## src/rtl/alu_issue_queue.sv

```systemverilog
// alu_issue_queue: feeder stage in front of the 16-bit ALU.
//
// Buffers instruction words from fetch in a DEPTH-entry FIFO. Each popped word is
// driven onto the ALU `inp` bus from a posedge register, so the ALU can sample it
// on the following negedge. Multi-cycle type-A ops (mul, div/mod, rotates) are held
// on the bus for MC_CYCLES cycles before the next word may issue. NOP_WORD is
// driven whenever nothing is issuing.
//
// Ports:
//   clk          clock, all state changes on posedge
//   rst          synchronous active-high reset
//   flush        drop queued words and any in-flight hold (issue_count kept)
//   in_valid     upstream word valid
//   in_instr     upstream instruction word
//   in_ready     queue can accept (not full), from registered state only
//   alu_inp      registered word to the ALU
//   alu_valid    one-cycle strobe when a new real word first appears on alu_inp
//   busy         multi-cycle hold in progress
//   occupancy    FIFO entry count
//   issue_count  number of real words issued, wrapping
//   illegal      one-cycle pulse when an illegal word is dropped
//
// Optional feature macro: ALU_ISSUE_ILLEGAL_TRAP_EN
//   When defined, type-A words with an undefined opcode are dropped at pop time
//   and flagged on `illegal`. When undefined, `illegal` stays 0 and every word is
//   forwarded unchanged.

module alu_issue_queue #(
  parameter int unsigned DEPTH     = 4,
  parameter int unsigned MC_CYCLES = 2,
  parameter logic [15:0] NOP_WORD  = 16'h000C
) (
  input  logic                     clk,
  input  logic                     rst,
  input  logic                     flush,
  input  logic                     in_valid,
  input  logic [15:0]              in_instr,
  output logic                     in_ready,
  output logic [15:0]              alu_inp,
  output logic                     alu_valid,
  output logic                     busy,
  output logic [$clog2(DEPTH):0]   occupancy,
  output logic [15:0]              issue_count,
  output logic                     illegal
);

  localparam int unsigned PtrW = $clog2(DEPTH);
  localparam int unsigned CntW = (MC_CYCLES > 1) ? $clog2(MC_CYCLES) : 1;
  localparam logic [PtrW:0]   Full     = (PtrW + 1)'(DEPTH);
  localparam logic [CntW-1:0] HoldInit = CntW'(MC_CYCLES - 1);

  typedef enum logic [1:0] {StIdle, StIssue, StHold} state_e;

  logic [15:0]     mem [DEPTH];
  logic [PtrW-1:0] wptr_q, rptr_q;
  logic [PtrW:0]   count_q;
  state_e          state_q;
  logic [CntW-1:0] hold_q;
  logic [15:0]     alu_inp_q;
  logic            alu_valid_q;
  logic            busy_q;
  logic [15:0]     issue_count_q;
  logic            illegal_q;

  logic [15:0] head;
  logic        do_push, do_pop, head_mc, head_bad;

  assign head     = mem[rptr_q];
  assign in_ready = (count_q != Full);
  assign do_push  = in_valid && in_ready;
  // A hold releases on the edge after its counter has reached zero.
  assign do_pop   = (count_q != '0) && ((state_q != StHold) || (hold_q == '0));
  assign head_mc  = (head[15:14] == 2'b00) &&
                    (head[3:0] inside {4'b0001, 4'b0010, 4'b1000, 4'b1001});

`ifdef ALU_ISSUE_ILLEGAL_TRAP_EN
  assign head_bad = (head[15:14] == 2'b00) &&
                    !(head[3:0] inside {4'b1111, 4'b1110, 4'b1101, 4'b1100, 4'b0001,
                                        4'b0010, 4'b1010, 4'b1011, 4'b1000, 4'b1001});
`else
  assign head_bad = 1'b0;
`endif

  always_ff @(posedge clk) begin
    if (rst) begin
      wptr_q        <= '0;
      rptr_q        <= '0;
      count_q       <= '0;
      state_q       <= StIdle;
      hold_q        <= '0;
      alu_inp_q     <= NOP_WORD;
      alu_valid_q   <= 1'b0;
      busy_q        <= 1'b0;
      issue_count_q <= '0;
      illegal_q     <= 1'b0;
    end else if (flush) begin
      wptr_q      <= '0;
      rptr_q      <= '0;
      count_q     <= '0;
      state_q     <= StIdle;
      hold_q      <= '0;
      alu_inp_q   <= NOP_WORD;
      alu_valid_q <= 1'b0;
      busy_q      <= 1'b0;
      illegal_q   <= 1'b0;
    end else begin
      alu_valid_q <= 1'b0;
      illegal_q   <= 1'b0;
      if (do_push) begin
        mem[wptr_q] <= in_instr;
        wptr_q      <= wptr_q + 1'b1;
      end
      if (do_pop) begin
        rptr_q <= rptr_q + 1'b1;
      end
      count_q <= count_q + (PtrW + 1)'(do_push) - (PtrW + 1)'(do_pop);

      if (do_pop) begin
        if (head_bad) begin
          // Dropped word: bus shows NOP, next word may pop on the next edge.
          alu_inp_q <= NOP_WORD;
          illegal_q <= 1'b1;
          busy_q    <= 1'b0;
          state_q   <= StIssue;
        end else begin
          alu_inp_q     <= head;
          alu_valid_q   <= 1'b1;
          issue_count_q <= issue_count_q + 16'd1;
          if (head_mc && (MC_CYCLES > 1)) begin
            state_q <= StHold;
            hold_q  <= HoldInit;
            busy_q  <= 1'b1;
          end else begin
            state_q <= StIssue;
            busy_q  <= 1'b0;
          end
        end
      end else if ((state_q == StHold) && (hold_q != '0)) begin
        hold_q <= hold_q - 1'b1;
      end else begin
        // Nothing to issue: park on NOP.
        alu_inp_q <= NOP_WORD;
        busy_q    <= 1'b0;
        state_q   <= StIdle;
      end
    end
  end

  assign alu_inp     = alu_inp_q;
  assign alu_valid   = alu_valid_q;
  assign busy        = busy_q;
  assign occupancy   = count_q;
  assign issue_count = issue_count_q;
  assign illegal     = illegal_q;

endmodule

```

## config.mk

```make
export PLATFORM = sky130hd
export DESIGN_NAME = alu_issue_queue
export DESIGN_NICKNAME = d
export VERILOG_FILES = /design/src/rtl/alu_issue_queue.sv
export SDC_FILE = /design/constraint.sdc
export NUM_CORES = 1
export LEC_CHECK = 0
export CAP_MARGIN = 20
export CORE_ASPECT_RATIO = 1.1
export CORE_MARGIN = 10
export CORE_UTILIZATION = 50
export CTS_CLUSTER_DIAMETER = 60
export DETAILED_ROUTE_END_ITERATION = 12
export HOLD_SLACK_MARGIN = 0.1
export PLACE_DENSITY_LB_ADDON = 0.08
export REMOVE_ABC_BUFFERS = 1
export SLEW_MARGIN = 10
export SYNTH_ARGS = -nofsm -noshare
export SYNTH_HDL_FRONTEND = slang
export SYNTH_SLANG_ARGS = --single-unit
```

## constraint.sdc

```tcl
create_clock -name clk -period 2.64 [get_ports clk]
set_clock_uncertainty 0.05 [all_clocks]
set_input_delay 0.264 -clock clk [delete_from_list [all_inputs] [get_ports clk]]
set_output_delay 0.264 -clock clk [all_outputs]
set_load 0.01 [all_outputs]
```

==> results of run 1 <==
-- layer usage --
layer | vias up | routed length, µm
met2 | 49 | 4043
met5 | - | 0
met4 | 0 | 63
met3 | 4 | 427
met1 | 1191 | 3422
li1 | 1161 | -
-- cell usage in the layout (no fill, tap or decap), drive strengths merged, types with 8 or more instances in the layout --
cell,netlist,layout
edfxtp,64,64
xnor2,10,10
nor2,18,18
clkdlybuf4s50,0,57
or3,8,8
a22o,14,14
dfxtp,45,45
inv,9,10
buf,7,15
mux4,16,16
a21oi,10,10
clkbuf,5,10
-- synthesized netlist by cell type (all sizes together), types with 2 or more instances --
cell type,count,area share [%]
clkbuf,5,0.45
and2,6,0.90
a21oi,10,1.2
a22o,14,3.0
and4,2,0.42
o22a,2,0.42
nor3,4,0.60
nor2,18,1.6
edfxtp,64,46
xor2,3,0.63
and3b,2,0.42
nand4b,2,0.78
mux4,16,8.7
nand3,4,0.48
dfxtp,45,22
nand4,4,0.60
and3,2,0.30
nand2,7,0.63
ha,7,2.1
inv,9,0.81
buf,7,1.1
o21ai,7,0.84
or3,8,1.2
a31o,2,0.42
xnor2,10,2.1
-- stage by stage --
stage               setup slack (ns)  std cells
global route                  0.1496        455
finish                        0.3027        455
CTS                           0.2831        455
detailed placement            0.2969        439
floorplan                     0.3151        259
global placement              0.3492        439
-- power groups by stage --
stage	Sequential (mW)	Clock, mW	Combinational [mW]
floorplan	2.06	0	0.417
global placement	2.03	0	0.760
detailed placement	2.03	0	0.771
CTS	1.99	0.927	0.775
global route	2.01	0.999	0.837
finish	1.99	0.896	0.757
-- area by class of cell --
type	count	area, µm²	share of cell area (%)
flip-flops and latches	109	2823	55.57
multi-input cells	141	1229	24.19
repair buffers	72	683.2	13.45
well taps	108	135.1	2.660
clock buffers	10	127.6	2.512
clock inverters	6	48.80	0.9606
inverters	9	33.78	0.6650
-- sequential cells by signal (all words and copies together) (netlist names), named ones only --
signal and flops:
mem 64, occupancy 3, issue_count 16, state_q 2, rptr_q 2, hold_q 1, alu_inp 16, wptr_q 2
alu_valid 1
-- logic make-up after synthesis --
group | after synthesis | synth area share, %
AO/OA/AOI/OAI | 36 | 6.030
XOR/XNOR | 13 | 2.743
adder cells (fa/ha/maj) | 8 | 2.593
buffers and inverters | 21 | 2.382
flip-flops | 109 | 68.01
multiplexers | 17 | 8.924
other | 1 | 0.09036
AND/OR/NAND/NOR | 66 | 9.226
-- worst max-delay path by stage --
stage	to	slack, ns	cells past startpoint
after floorplan	occupancy[2]	0.32	9
after global placement	occupancy[2]	0.35	9
after detailed placement	occupancy[2]	0.30	9
after CTS	occupancy[2]	0.28	9
after global routing	occupancy[2]	0.15	9
final	occupancy[2]	0.30	9
==> results.json, run 1 <==
{
  "outcome": "completed",
  "path_delay_family": "simple AND/OR/NAND/NOR gates",
  "share_clk_of_total_power_pct": 24.6,
  "grt_pass1_wl_mm": 12.72,
  "slew_viol_final": 0,
  "worstPathArrival_ns": 2.56,
  "power_switching_share_pct": 27.05,
  "power_frac_seq_pct": 54.6,
  "startpoint": "occupancy[2]",
  "tightestPinTransition_ns": 0.5970,
  "fp.coreArea_um2": 7998,
  "final_core_utilization_pct": 63.52,
  "synth.yosys.seq_area_share_pct": 68.01,
  "ys_dominant_reg_cell": "sky130_fd_sc_hd__edfxtp_1",
  "cp_cell_sequence": "or3b_2, nand2_1, ha_1, inv_1, ha_1, fa_1, xnor2_1, xnor2_1, nor2_1",
  "fmax_ghz": 0.4278,
  "gp_congestion": 0.7550,
  "relSlewSlack_pct": 60.15,
  "cts_tree": "yes",
  "reg2reg_slack_ns": 0.30,
  "finalInstanceArea_um2": 5080,
  "rows": 34,
  "gr-usage-met2_pct": 23.00,
  "timing.critical_path.slowest_stage_cell": "sky130_fd_sc_hd__or3b_2",
  "synthToLayoutAreaGrowth_pct": 22.40,
  "drv_cap": 0,
  "gr-usage-all-layers_pct": 13.21,
  "final_layout_size_suffix_gt1_share_pct": 14.70,
  "clockBufferDepth": 2,
  "place.detailed.hpwl_mm": 5.731,
  "dieArea_um2": 12350,
  "worstRegToRegCells": 9,
  "grt_overflow_total": 0,
  "post-cts-setup-buffers": 0,
  "placed_instance_area_um2": 4903,
  "hold_start": "alu_inp[14]",
  "post-route-drc-count": 0,
  "rsz0062_at_grt": "no",
  "gr-usage-met3_pct": 4.386,
  "critPathRequiredTime_ns": 2.86,
  "pin_count_of_the_biggest_net_entering_global_routing": 20,
  "first_pass_iters": 4,
  "timing.hold.worst.class": "flop to flop",
  "post-layout-total-power_mw": 3.640,
  "min_period_over_period_pct": 88.53,
  "synth.distinct_cells": 41,
  "clkLatencyLatePin_ns": 0.36,
  "antenna_cells": 0,
  "filler_cell_count": 640,
  "postRouteAntennaNets": 0,
  "hold_viol_final": 0,
  "internal_power_mw": 2.656,
  "timing.setup.critical_path_class": "flop to flop",
  "hold_end": "alu_inp[14]",
  "antenna_found_initial": 0,
  "min_path_cells": 1,
  "crit_path_max_incr_delay_ns": 0.50,
  "vias_per_cell": 5.286,
  "timing.final.setup_violations": 0,
  "die-height_um": 115.6,
  "hold_ws_ns": 0.4321,
  "worstReg2RegEnd": "occupancy[2]",
  "global_route.peak_usage_layer": "met2",
  "route.vias.total": 2405,
  "avgSynthCellArea_um2": 15.31,
  "dr.first_iter.drc_count": 62,
  "post_cts_resize_count": 0,
  "critical_path_buf_inv_count": 1,
  "num-nets-final": 370,
  "share_of_flip_flops_with_an_asynchronous_set_or_reset_after_synthesis_pct": 0,
  "rr_startpoint": "occupancy[2]",
  "io-pin-count": 59,
  "synth_cells": 271,
  "worstPathMaxFanout": 5,
  "setup.worst_path.start_class": "flop",
  "initial_utilization_pct": 51.89,
  "netlist_area_um2": 4150,
  "synth_enable_flop_cells": 64,
  "io_buffer_count": 57,
  "via_count_of_the_first_global_routing_pass": 2500,
  "die-width_um": 106.9,
  "htree_levels": 3,
  "tns_ns": 0,
  "cts-hold-fix-buffers": 0,
  "comb_power_share_pct": 20.8,
  "routed_wl_mm": 7.957,
  "worst_setup_hold_path_clk_slew_ns": 0.10,
  "power.ir.vdd_worst_mv": 0.3403,
  "cts.root.buffer_cell": "sky130_fd_sc_hd__clkbuf_8",
  "synthesis.yosys.warnings": 0,
  "period_needed_ns": 2.337,
  "count_of_state_elements_after_synthesis": 109,
  "powerDensity_nw_per_um2": 716.6,
  "critical_path_endpoint_category": "flop",
  "routedWlPerCell_um": 17.49,
  "switching_component_of_the_power_mw": 0.9846,
  "number_of_buffers_inserted_during_clock_tree_synthesis": 9,
  "clock-sinks": 109,
  "gr-usage-met1_pct": 15.00,
  "leakage_nw": 1.703
}
Power figures use the tool's default switching activity.
==> inputs of run 2 (changes only) <==
--- a/config.mk
+++ b/config.mk
@@ -9,5 +9,5 @@
 export CORE_ASPECT_RATIO = 1.1
 export CORE_MARGIN = 10
-export CORE_UTILIZATION = 50
+export CORE_UTILIZATION = 54
 export CTS_CLUSTER_DIAMETER = 60
 export DETAILED_ROUTE_END_ITERATION = 12
--- a/constraint.sdc
+++ b/constraint.sdc
@@ -3,3 +3,3 @@
 set_input_delay 0.264 -clock clk [delete_from_list [all_inputs] [get_ports clk]]
 set_output_delay 0.264 -clock clk [all_outputs]
-set_load 0.01 [all_outputs]
+set_load 0.05 [all_outputs]
==> results.json, run 2 (synthesis gave the netlist of run 1 again) <==
{
  "htree_levels": 3,
  "timing.hold.worst.class": "flop to flop",
  "antenna_cells": 0,
  "initial_utilization_pct": 55.53,
  "dieArea_um2": 11600,
  "drv_cap": 0,
  "path_delay_family": "simple AND/OR/NAND/NOR gates",
  "most-common-layout-cells": "sky130_fd_sc_hd__edfxtp_1 (64), sky130_fd_sc_hd__clkdlybuf4s50_1 (57), sky130_fd_sc_hd__dfxtp_1 (45)",
  "worstRegToRegCells": 9,
  "power.ir.vdd_worst_mv": 0.5088,
  "critical_path_buf_inv_count": 1,
  "vias_per_cell": 5.321,
  "slew_viol_final": 0,
  "most_common_cell_after_layout_fill_and_taps_aside": "sky130_fd_sc_hd__edfxtp_1",
  "hold_end": "alu_inp[3]",
  "critical_path_endpoint_category": "flop",
  "cp_cell_sequence": "or3b_2, nand2_1, ha_1, inv_1, ha_1, fa_1, xnor2_1, xnor2_1, nor2_1",
  "reg2reg_slack_ns": 0.22,
  "cts_tree": "yes",
  "worstPathArrival_ns": 2.63,
  "post-layout-total-power_mw": 3.941,
  "gp_congestion": 0.7649,
  "tns_ns": 0,
  "num-nets-final": 367,
  "dr.first_iter.drc_count": 81,
  "rows": 33,
  "synthToLayoutAreaGrowth_pct": 22.28,
  "via_count_of_the_first_global_routing_pass": 2457,
  "relSlewSlack_pct": 60.80,
  "first_pass_iters": 4,
  "global_route.peak_usage_layer": "met2",
  "gr-usage-met3_pct": 4.268,
  "worst_setup_hold_path_clk_slew_ns": 0.10,
  "critPathRequiredTime_ns": 2.85,
  "post-cts-setup-buffers": 0,
  "timing.setup.critical_path_class": "flop to flop",
  "outcome": "completed",
  "gr-usage-met2_pct": 22.34,
  "powerDensity_nw_per_um2": 776.5,
  "cts.root.buffer_cell": "sky130_fd_sc_hd__clkbuf_8",
  "period_needed_ns": 2.425,
  "min_path_cells": 1,
  "timing.final.setup_violations": 0,
  "largest_register_ff_count": 64,
  "worstReg2RegEnd": "occupancy[2]",
  "clock-sinks": 109,
  "pin_count_of_the_biggest_net_entering_global_routing": 19,
  "clkLatencyLatePin_ns": 0.36,
  "post_cts_resize_count": 0,
  "number_of_buffers_inserted_during_clock_tree_synthesis": 9,
  "crit_path_max_incr_delay_ns": 0.49,
  "post-route-drc-count": 0,
  "routedWlPerCell_um": 17.06,
  "io-pin-count": 59,
  "setup.worst_path.start_class": "flop",
  "routed_wl_mm": 7.658,
  "clockBufferDepth": 2,
  "hold_start": "alu_inp[3]",
  "rsz0062_at_grt": "no",
  "leakage_nw": 1.697,
  "fp.coreArea_um2": 7473,
  "cts-hold-fix-buffers": 0,
  "io_buffer_count": 57,
  "hold_viol_final": 0,
  "antenna_found_initial": 0,
  "filler_cell_count": 548,
  "min_period_over_period_pct": 91.85,
  "postRouteAntennaNets": 0,
  "route.vias.total": 2389,
  "final_layout_size_suffix_gt1_share_pct": 13.95,
  "die-width_um": 103.6,
  "die-height_um": 111.9,
  "grt_pass1_wl_mm": 12.60,
  "gr-usage-all-layers_pct": 13.55,
  "fmax_ghz": 0.4124,
  "place.detailed.hpwl_mm": 5.407,
  "gr-usage-met1_pct": 16.60,
  "worst-path-stages": 9,
  "rr_startpoint": "occupancy[2]",
  "largest-register": "mem",
  "worstPathMaxFanout": 5,
  "tightestPinTransition_ns": 0.5872,
  "grt_overflow_total": 0,
  "timing.critical_path.slowest_stage_cell": "sky130_fd_sc_hd__or3b_2"
}
==> run 2: cell types whose count changed in the layout (fill, tap and decap cells not counted), sizes merged <==
| cell | before | now |
|---|---|---|
| bufinv | 0 | 1 |
| clkinv | 4 | 2 |
| inv | 10 | 11 |
| buf | 15 | 12 |
==> run 2: how the worst max path moves through the flow <==
stage,to,startpoint
global placement,occupancy[2],occupancy[2]
CTS,occupancy[2],occupancy[2]
floorplan,occupancy[2],occupancy[2]
finish,occupancy[2],occupancy[2]
detailed placement,occupancy[2],occupancy[2]
global route,occupancy[2],occupancy[2]
==> run 2: through the flow <==
stage                     setup WS, ns  util [%]  instances  instance area [µm²]  hold slack, ns
after floorplan                -0.1371         -        259                 4085          0.2831
after global placement          0.3513     65.26        433                 4877          0.4129
after detailed placement        0.2170     65.26        433                 4877          0.4096
after CTS                       0.1987     67.91        449                 5075          0.4348
after global routing           0.08017     67.91        449                 5075          0.4541
final                           0.2153     67.91        449                 5075          0.4280
==> run 2: final cells by class <==
class | count | area, µm² | share of cell area, %
timing repair buffer | 69 | 660.6 | 13.02
clock inverter | 6 | 70.07 | 1.381
clock buffer | 10 | 127.6 | 2.515
multi-input combinational | 141 | 1229 | 24.21
tap | 105 | 131.4 | 2.589
sequential | 109 | 2823 | 55.62
inverter | 9 | 33.78 | 0.6657
==> run 2: metal layers <==
| layer | vias up | share of wire, % |
|---|---|---|
| met1 | 1174 | 44 |
| met4 | 0 | 1.2 |
| met2 | 48 | 49 |
| met3 | 7 | 5.4 |
| li1 | 1160 | - |
| met5 | - | 0 |
==> run 2: where the power goes <==
group          internal (mW)  leakage, nW  switching (mW)  total, mW
Clock                  0.448       0.0964           0.542      0.989
Sequential              1.90        0.942          0.0913       1.99
Combinational          0.406        0.659           0.557      0.963
